## config.mk

```make
export PLATFORM = sky130hd
export DESIGN_NAME = spi_slave_cfg
export DESIGN_NICKNAME = d
export VERILOG_FILES = /design/src/rtl/spi_pkg.sv /design/src/rtl/spi_sync.sv /design/src/rtl/spi_slave_cfg.sv
export SDC_FILE = /design/constraint.sdc
export NUM_CORES = 1
export LEC_CHECK = 0
export CORE_MARGIN = 2
export CORE_UTILIZATION = 30
export DETAILED_ROUTE_END_ITERATION = 6
export GPL_ROUTABILITY_DRIVEN = 0
export GPL_TIMING_DRIVEN = 0
export PLACE_DENSITY = 0.58
export SYNTH_ARGS = -nofsm -noshare
export SYNTH_HDL_FRONTEND = slang
export SYNTH_SLANG_ARGS = --single-unit
```

## constraint.sdc

```tcl
create_clock -name i_clk -period 4.6 [get_ports i_clk]
set_input_delay 0.69 -clock i_clk [delete_from_list [all_inputs] [get_ports i_clk]]
set_output_delay 0.69 -clock i_clk [all_outputs]
set_load 0.03 [all_outputs]
```

## src/rtl/spi_pkg.sv

```systemverilog
// spi_pkg
// Shared types and constants for the configurable SPI slave.
//   state_t             : FSM states (IDLE, ACTIVE)
//   mode_t              : registered transfer mode {cpol, cpha, lsb_first}
//   DEFAULT_SYNC_STAGES : default synchroniser depth for the SPI pins
package spi_pkg;

    typedef enum logic {
        IDLE   = 1'b0,
        ACTIVE = 1'b1
    } state_t;

    typedef struct packed {
        logic cpol;
        logic cpha;
        logic lsb_first;
    } mode_t;

    localparam int DEFAULT_SYNC_STAGES = 2;

endpackage

```

## src/rtl/spi_sync.sv

```systemverilog
// spi_sync
// Brings one asynchronous pin into the system clock domain through STAGES
// flops. One extra flop behind the synchronised level gives a single-cycle
// rise/fall indication.
// Ports:
//   clk, rst_n : system clock, asynchronous active-low reset
//   pin        : asynchronous input
//   level      : synchronised level
//   rise, fall : one-cycle pulses on a synchronised 0->1 / 1->0 change
module spi_sync #(
    parameter int STAGES = 2
) (
    input  logic clk,
    input  logic rst_n,
    input  logic pin,
    output logic level,
    output logic rise,
    output logic fall
);

    logic [STAGES-1:0] chain;
    logic              prev;

    always_ff @(posedge clk or negedge rst_n) begin
        if (!rst_n) begin
            chain <= '0;
            prev  <= 1'b0;
        end else begin
            chain <= {chain[STAGES-2:0], pin};
            prev  <= chain[STAGES-1];
        end
    end

    assign level = chain[STAGES-1];
    assign rise  = level & ~prev;
    assign fall  = ~level & prev;

endmodule

```

## src/rtl/spi_slave_cfg.sv

```systemverilog
// spi_slave_cfg
// SPI slave with runtime CPOL/CPHA and bit order, multi-word bursts inside
// one chip select, a valid/ready TX word handshake, an RX word strobe, an
// underrun strobe and a MISO output enable. SCK is oversampled by i_clk.
// Optional feature macro: SPI_SLAVE_CFG_TXBUF_EN adds a one-word TX holding
// register; without it the TX word is taken straight from i_tx_data.
// Ports:
//   i_clk, i_rst_n                  : system clock, async active-low reset
//   i_cpol, i_cpha, i_lsb_first     : mode, captured only while idle
//   i_sck, i_sce, i_sin             : SPI pins (SCE active low)
//   o_sout, o_soe                   : MISO data and its output enable
//   i_tx_data, i_tx_valid, o_tx_ready : TX word handshake
//   o_rx_data, o_rx_valid           : last complete RX word and its strobe
//   o_tx_underrun                   : strobe when a word was loaded with no data
//   o_busy                          : selected (FSM in ACTIVE)
module spi_slave_cfg
    import spi_pkg::*;
#(
    parameter int WORD_SIZE   = 16,
    parameter int WORD_BITS   = $clog2(WORD_SIZE),
    parameter int SYNC_STAGES = DEFAULT_SYNC_STAGES
) (
    input  logic                 i_clk,
    input  logic                 i_rst_n,
    input  logic                 i_cpol,
    input  logic                 i_cpha,
    input  logic                 i_lsb_first,
    input  logic                 i_sck,
    input  logic                 i_sce,
    input  logic                 i_sin,
    output logic                 o_sout,
    output logic                 o_soe,
    input  logic [WORD_SIZE-1:0] i_tx_data,
    input  logic                 i_tx_valid,
    output logic                 o_tx_ready,
    output logic [WORD_SIZE-1:0] o_rx_data,
    output logic                 o_rx_valid,
    output logic                 o_tx_underrun,
    output logic                 o_busy
);

    localparam logic [WORD_BITS-1:0] LAST_BIT = WORD_BITS'(WORD_SIZE - 1);

    state_t                 state;
    mode_t                  mode;
    logic [WORD_BITS-1:0]   cnt;
    logic [WORD_SIZE-1:0]   rx_shift;
    logic [WORD_SIZE-1:0]   tx_shift;
    logic                   reload;

    logic sck_level, sck_rise, sck_fall;
    logic sce_level, sce_rise, sce_fall;
    logic sin_level, sin_rise_unused, sin_fall_unused;

    spi_sync #(.STAGES(SYNC_STAGES)) sync_sck (
        .clk(i_clk), .rst_n(i_rst_n), .pin(i_sck),
        .level(sck_level), .rise(sck_rise), .fall(sck_fall)
    );

    spi_sync #(.STAGES(SYNC_STAGES)) sync_sce (
        .clk(i_clk), .rst_n(i_rst_n), .pin(i_sce),
        .level(sce_level), .rise(sce_rise), .fall(sce_fall)
    );

    // SIN goes through the same depth as SCK so its level lines up with
    // the cycle in which the SCK edge is seen.
    spi_sync #(.STAGES(SYNC_STAGES)) sync_sin (
        .clk(i_clk), .rst_n(i_rst_n), .pin(i_sin),
        .level(sin_level), .rise(sin_rise_unused), .fall(sin_fall_unused)
    );

    logic leading, trailing, sample_edge, shift_edge, active_edges;
    logic load, word_avail;
    logic [WORD_SIZE-1:0] word, next_word, rx_next;

    // Leading edge is SCK leaving its idle level; CPHA picks which of the
    // two edges samples. Edges only count while selected and not leaving.
    assign leading      = mode.cpol ? sck_fall : sck_rise;
    assign trailing     = mode.cpol ? sck_rise : sck_fall;
    assign active_edges = (state == ACTIVE) && !sce_rise;
    assign sample_edge  = active_edges && (mode.cpha ? trailing : leading);
    assign shift_edge   = active_edges && (mode.cpha ? leading : trailing);

    // A TX word is loaded either at selection (CPHA=0) or at the first
    // shift edge after a word boundary.
    assign load = ((state == IDLE) && sce_fall && !mode.cpha) ||
                  (shift_edge && reload);

    assign next_word = word_avail ? word : '0;
    assign rx_next   = mode.lsb_first ? {sin_level, rx_shift[WORD_SIZE-1:1]}
                                      : {rx_shift[WORD_SIZE-2:0], sin_level};
    assign o_sout    = mode.lsb_first ? tx_shift[0] : tx_shift[WORD_SIZE-1];

`ifdef SPI_SLAVE_CFG_TXBUF_EN
    logic [WORD_SIZE-1:0] hold_data;
    logic                 hold_full;

    assign o_tx_ready = ~hold_full;
    assign word_avail = hold_full;
    assign word       = hold_data;

    // A load empties the holding register; a write only lands while it
    // is empty, so a same-cycle load and write underruns and then fills.
    always_ff @(posedge i_clk or negedge i_rst_n) begin
        if (!i_rst_n) begin
            hold_data <= '0;
            hold_full <= 1'b0;
        end else begin
            if (load) begin
                hold_full <= 1'b0;
            end
            if (i_tx_valid && !hold_full) begin
                hold_full <= 1'b1;
                hold_data <= i_tx_data;
            end
        end
    end
`else
    // Without a holding register the word is taken live in the load cycle.
    assign o_tx_ready = load;
    assign word_avail = i_tx_valid;
    assign word       = i_tx_data;
`endif

    always_ff @(posedge i_clk or negedge i_rst_n) begin
        if (!i_rst_n) begin
            state         <= IDLE;
            mode          <= '0;
            cnt           <= '0;
            rx_shift      <= '0;
            tx_shift      <= '0;
            reload        <= 1'b0;
            o_rx_data     <= '0;
            o_rx_valid    <= 1'b0;
            o_tx_underrun <= 1'b0;
            o_busy        <= 1'b0;
            o_soe         <= 1'b0;
        end else begin
            o_rx_valid    <= 1'b0;
            o_tx_underrun <= load && !word_avail;
            case (state)
                IDLE: begin
                    mode <= '{cpol: i_cpol, cpha: i_cpha, lsb_first: i_lsb_first};
                    if (sce_fall) begin
                        state  <= ACTIVE;
                        o_busy <= 1'b1;
                        o_soe  <= 1'b1;
                        cnt    <= '0;
                        reload <= mode.cpha;
                        if (!mode.cpha) begin
                            tx_shift <= next_word;
                        end
                    end
                end
                ACTIVE: begin
                    if (sce_rise) begin
                        // Deselect throws away any partial RX word and the
                        // pending TX word.
                        state    <= IDLE;
                        o_busy   <= 1'b0;
                        o_soe    <= 1'b0;
                        cnt      <= '0;
                        reload   <= 1'b0;
                        rx_shift <= '0;
                        tx_shift <= '0;
                    end else begin
                        if (sample_edge) begin
                            rx_shift <= rx_next;
                            if (cnt == LAST_BIT) begin
                                o_rx_data  <= rx_next;
                                o_rx_valid <= 1'b1;
                                cnt        <= '0;
                                reload     <= 1'b1;
                            end else begin
                                cnt <= cnt + 1'b1;
                            end
                        end
                        if (shift_edge) begin
                            if (reload) begin
                                tx_shift <= next_word;
                                reload   <= 1'b0;
                            end else if (mode.lsb_first) begin
                                tx_shift <= tx_shift >> 1;
                            end else begin
                                tx_shift <= tx_shift << 1;
                            end
                        end
                    end
                end
            endcase
        end
    end

endmodule

```

==> summary.md <==
| Metric | Value |
|---|---|
| Status | `finished clean` |
| CP arrival | `2540 ps` |
| Core area | `0.0104 mm^2` |
| Synthesized-area fraction occupied by adder cells | `0.00385` |
| Hold violation total from the final report | `0` |
| Utilization after layout | `0.391` |
| Xor/xnor cell area share of the yosys netlist | `0.00501` |
| Post-synthesis average cell area | `12.0 um^2` |
| Final min period | `3230 ps` |
| P per Cell Area | `403 mW/mm^2` |
| Residual DRC | `0` |
| Post-route ant nets | `0` |
| Cts-stage hold buffer count | `0` |
| Hold/Removal Path Class | `reg2reg` |
| Setup Viol. Count Final | `0` |
| Total Nets Final | `353` |
| Ordered cell list for the critical path | `clkbuf_1 -> clkbuf_1 -> mux2_2 -> clkdlybuf4s50_1` |
| Fraction of synthesized area in multiplexers | `0.232` |
| Cells after Synth | `270` |
| Clk sinks | `68` |
| Later-pin clock latency in the skew report | `340 ps` |
| Final Cell Area | `0.00408 mm^2` |
| DP Area | `0.00388 mm^2` |
| Flop and latch count out of synthesis | `68` |
| Capturing element type of the critical path | `primary output` |
| Leakage component of the power | `0.00181 uW` |
| Largest family of logic cells by synthesized area | `multiplexers` |
| Overall power consumption | `1640 uW` |
| Crit path launch type | `flip-flop` |
| Resized Gates After CTS | `0` |
| Worst-case register-to-register setup slack | `2350 ps` |
| Cell with the largest stage delay on the worst path | `sky130_fd_sc_hd__clkdlybuf4s50_1` |
| R2r startpoint | `sync_sce.prev` |
| Fraction of the mapped netlist area in simple logic gates | `0.0582` |
| Die extent in y | `108 um` |
| Cell area after synthesis | `0.00325 mm^2` |
| Clock tree from TritonCTS | `built` |
| Largest net degree at the start of global routing | `69` |
| End point of the worst hold path | `sync_sce.chain[1]` |
| Capture point of the worst reg-to-reg path | `tx_shift[15]` |
| Synthesis-to-layout area growth | `25.5%` |
| Library cells used by synthesis | `39` |
| Die Width | `108 um` |
| Buffers inserted by post-CTS timing repair | `0` |
| Total routing resource utilization after global routing | `0.125` |
| GRT overflow | `0` |
| GR peak layer | `met2` |
| Top flip-flop cell by instance count after synthesis | `sky130_fd_sc_hd__dfrtp_1` |
| Total detailed-routing wirelength | `6.63 mm` |
| Met3 global-route usage | `0.0440` |
| Starting density of the core | `0.312` |
| Port Buffer Count | `46` |
| H-tree depth | `3` |
| Maximum buffer depth of the clock tree | `2` |
| Cell seen most often among critical-path stages | `sky130_fd_sc_hd__clkbuf_1` |
| Critical path class | `reg2out` |
| # diodes | `0` |
| Number of placement rows | `37` |
| Reported max-cap violation count | `0` |
| Number of stages on the worst hold path | `0` |
| Number of flops mapped to enable cells by yosys | `0` |
| Part of the Yosys area used for sequential elements | `0.524` |
| Worst stage delay on the critical path | `590 ps` |
| Share of the cycle needed by the critical path after routing | `0.703` |
| Final HPWL from detailed placement | `4.51 mm` |
| Number of ports placed on the die boundary | `47` |
| Final clock skew | `7.35 ps` |
| CP max FO | `10` |
| Post-Syn Nets | `296` |
| Clock-pin slew on the worst setup and hold paths | `70 ps` |
| Largest voltage drop on the vdd net | `0.000189 V` |
| Transition time at the pin with the least slew margin | `875 ps` |
| Final Max Slew Viols | `0` |
| Required time at the worst-slack endpoint | `3910 ps` |
| Slack of the critical path | `1370 ps` |
| Pre-CTS setup slack | `1690 ps` |
| Achievable clock frequency | `0.309 GHz` |
| Setup TNS Final | `0 ps` |
| Met1 Track Usage GR | `0.161` |
| Die Area | `0.0117 mm^2` |
| Avg WL per Cell | `14.2 um` |
| Via count of the routed design | `2220` |
| Via density | `4.74` |
| Clock Root Buffer | `sky130_fd_sc_hd__clkbuf_8` |
| Reg2Reg Depth | `5` |
| Clock buffer count from CTS | `9` |
| Wire length of the first global-routing pass | `11.4 mm` |
| Yosys warnings | `0` |
| Number of global-route vias before repair | `2299` |
| Worst slew margin relative to its limit | `0.417` |
| Detailed Route Iter0 Violations | `51` |
| Async set or reset register ratio after synthesis | `1.00` |
| Complex-gate fraction of the synthesized area | `0.109` |
| Antenna violations before repair | `0` |
| Detailed Routing Iterations Pass 1 | `4` |
| Unrepaired setup endpoints after global routing | `false` |
| Met2 GRT Util | `0.201` |
| Fraction of final layout cells sized beyond drive strength 1 | `0.142` |
| Worst hold start | `sync_sce.chain[0]` |
==> cell type report <==
| class | count | area [um^2] |
|---|---|---|
| plain buffers | 15 | 88.8 |
| clock buffers | 10 | 138 |
| clock inverters | 6 | 63.8 |
| fillers | 1046 | 6340 |
| inverters | 35 | 131 |
| multi-input cells | 152 | 1330 |
| flip-flops and latches | 68 | 1700 |
| well taps | 136 | 170 |
| repair buffers | 46 | 458 |
==> Yosys cell counts, types with 2 or more instances <==
cell type	number	area share
sky130_fd_sc_hd__inv_1	34	0.039
sky130_fd_sc_hd__nand2_1	8	0.0092
sky130_fd_sc_hd__nand3b_1	2	0.0046
sky130_fd_sc_hd__mux2_2	11	0.038
sky130_fd_sc_hd__o2bb2ai_1	16	0.043
sky130_fd_sc_hd__buf_2	2	0.0031
sky130_fd_sc_hd__o22ai_1	15	0.029
sky130_fd_sc_hd__a21o_1	2	0.0046
sky130_fd_sc_hd__nor2b_1	3	0.0058
sky130_fd_sc_hd__a21oi_1	2	0.0031
sky130_fd_sc_hd__mux2i_1	48	0.15
sky130_fd_sc_hd__nand2b_1	3	0.0058
sky130_fd_sc_hd__nor4b_1	2	0.0054
sky130_fd_sc_hd__clkbuf_1	8	0.0092
sky130_fd_sc_hd__nand3_1	2	0.0031
sky130_fd_sc_hd__and3_1	2	0.0039
sky130_fd_sc_hd__nor2_1	4	0.0046
sky130_fd_sc_hd__o21ai_0	6	0.0092
sky130_fd_sc_hd__mux2_4	10	0.046
sky130_fd_sc_hd__dfrtp_1	68	0.52
sky130_fd_sc_hd__buf_4	3	0.0069
sky130_fd_sc_hd__o32ai_1	2	0.0054
==> worst max-delay path: cells and delay by family, from the launching register on <==
kind | cells | cell delay (ps)
buffers and inverters | 3 | 1460
DFF | 1 | 320
muxes | 1 | 420
==> metrics by stage <==
| step | hold slack [ps] | cells |
|---|---|---|
| after global placement | 332 | 452 |
| after detailed placement | 335 | 452 |
| final | 350 | 468 |
| after floorplan | 331 | 270 |
| after global routing | 358 | 468 |
| after CTS | 351 | 468 |
==> sequential cells by signal (all words and copies together) (netlist names) <==
signal          count
sync_sck.chain      2
o_busy              1
o_tx_underrun       1
o_rx_valid          1
tx_shift           16
mode                3
sync_sin.chain      2
o_rx_data          16
sync_sck.prev       1
sync_sce.chain      2
rx_shift           16
sync_sce.prev       1
cnt                 4
reload              1
state               1
==> power by group <==
part	leakage (uW)	internal [uW]	switching, uW
Clock	0.0000983	264	230
Sequential	0.000902	683	75.6
Combinational	0.000812	214	175
Total	0.00181	1160	481
==> how the worst max path moves through the flow <==
stage | start | to | slack (ps) | cells past startpoint
floorplan | mode[0] | o_sout | 2420 | 3
global placement | i_rst_n | state | 430 | 1
detailed placement | mode[0] | o_sout | 1690 | 4
CTS | mode[0] | o_sout | 1300 | 4
global route | mode[0] | o_sout | 1160 | 4
finish | mode[0] | o_sout | 1370 | 4
==> metal layers <==
metal / wire length (um) / up-vias
li1: - / 1071
met1: 3130 / 1099
met4: 64 / 0
met2: 3150 / 42
met3: 283 / 8
met5: 0 / -
==> kinds of logic (layout without fill, tap and decap cells) <==
| logic type | count (synthesis) | count (layout) |
|---|---|---|
| buffers and inverters | 50 | 112 |
| adders and majority gates | 1 | 1 |
| and+or+nand+nor | 32 | 32 |
| DFF | 68 | 68 |
| xor gates and xnor gates | 1 | 1 |
| AOI/OAI and AO/OA | 49 | 49 |
| muxes | 69 | 69 |
==> cell usage in the layout, fill, tap and decap left out, drive strengths merged, types with 2 or more instances in the layout <==
master / Yosys / layout
mux2i: 48 / 48
nor4b: 2 / 2
nand3b: 2 / 2
nor2b: 3 / 3
a21o: 2 / 2
o21ai: 7 / 7
and3: 2 / 2
inv: 34 / 34
dfrtp: 68 / 68
clkdlybuf4s50: 0 / 45
a21oi: 2 / 2
nand3: 2 / 2
o32ai: 2 / 2
nand2: 8 / 8
nand2b: 3 / 3
buf: 7 / 8
clkinv: 1 / 4
clkinvlp: 0 / 2
mux2: 21 / 21
nor2: 4 / 4
clkbuf: 8 / 18
o22ai: 15 / 15
o2bb2ai: 16 / 16
Note: power is estimated with default switching activity, not from simulation.
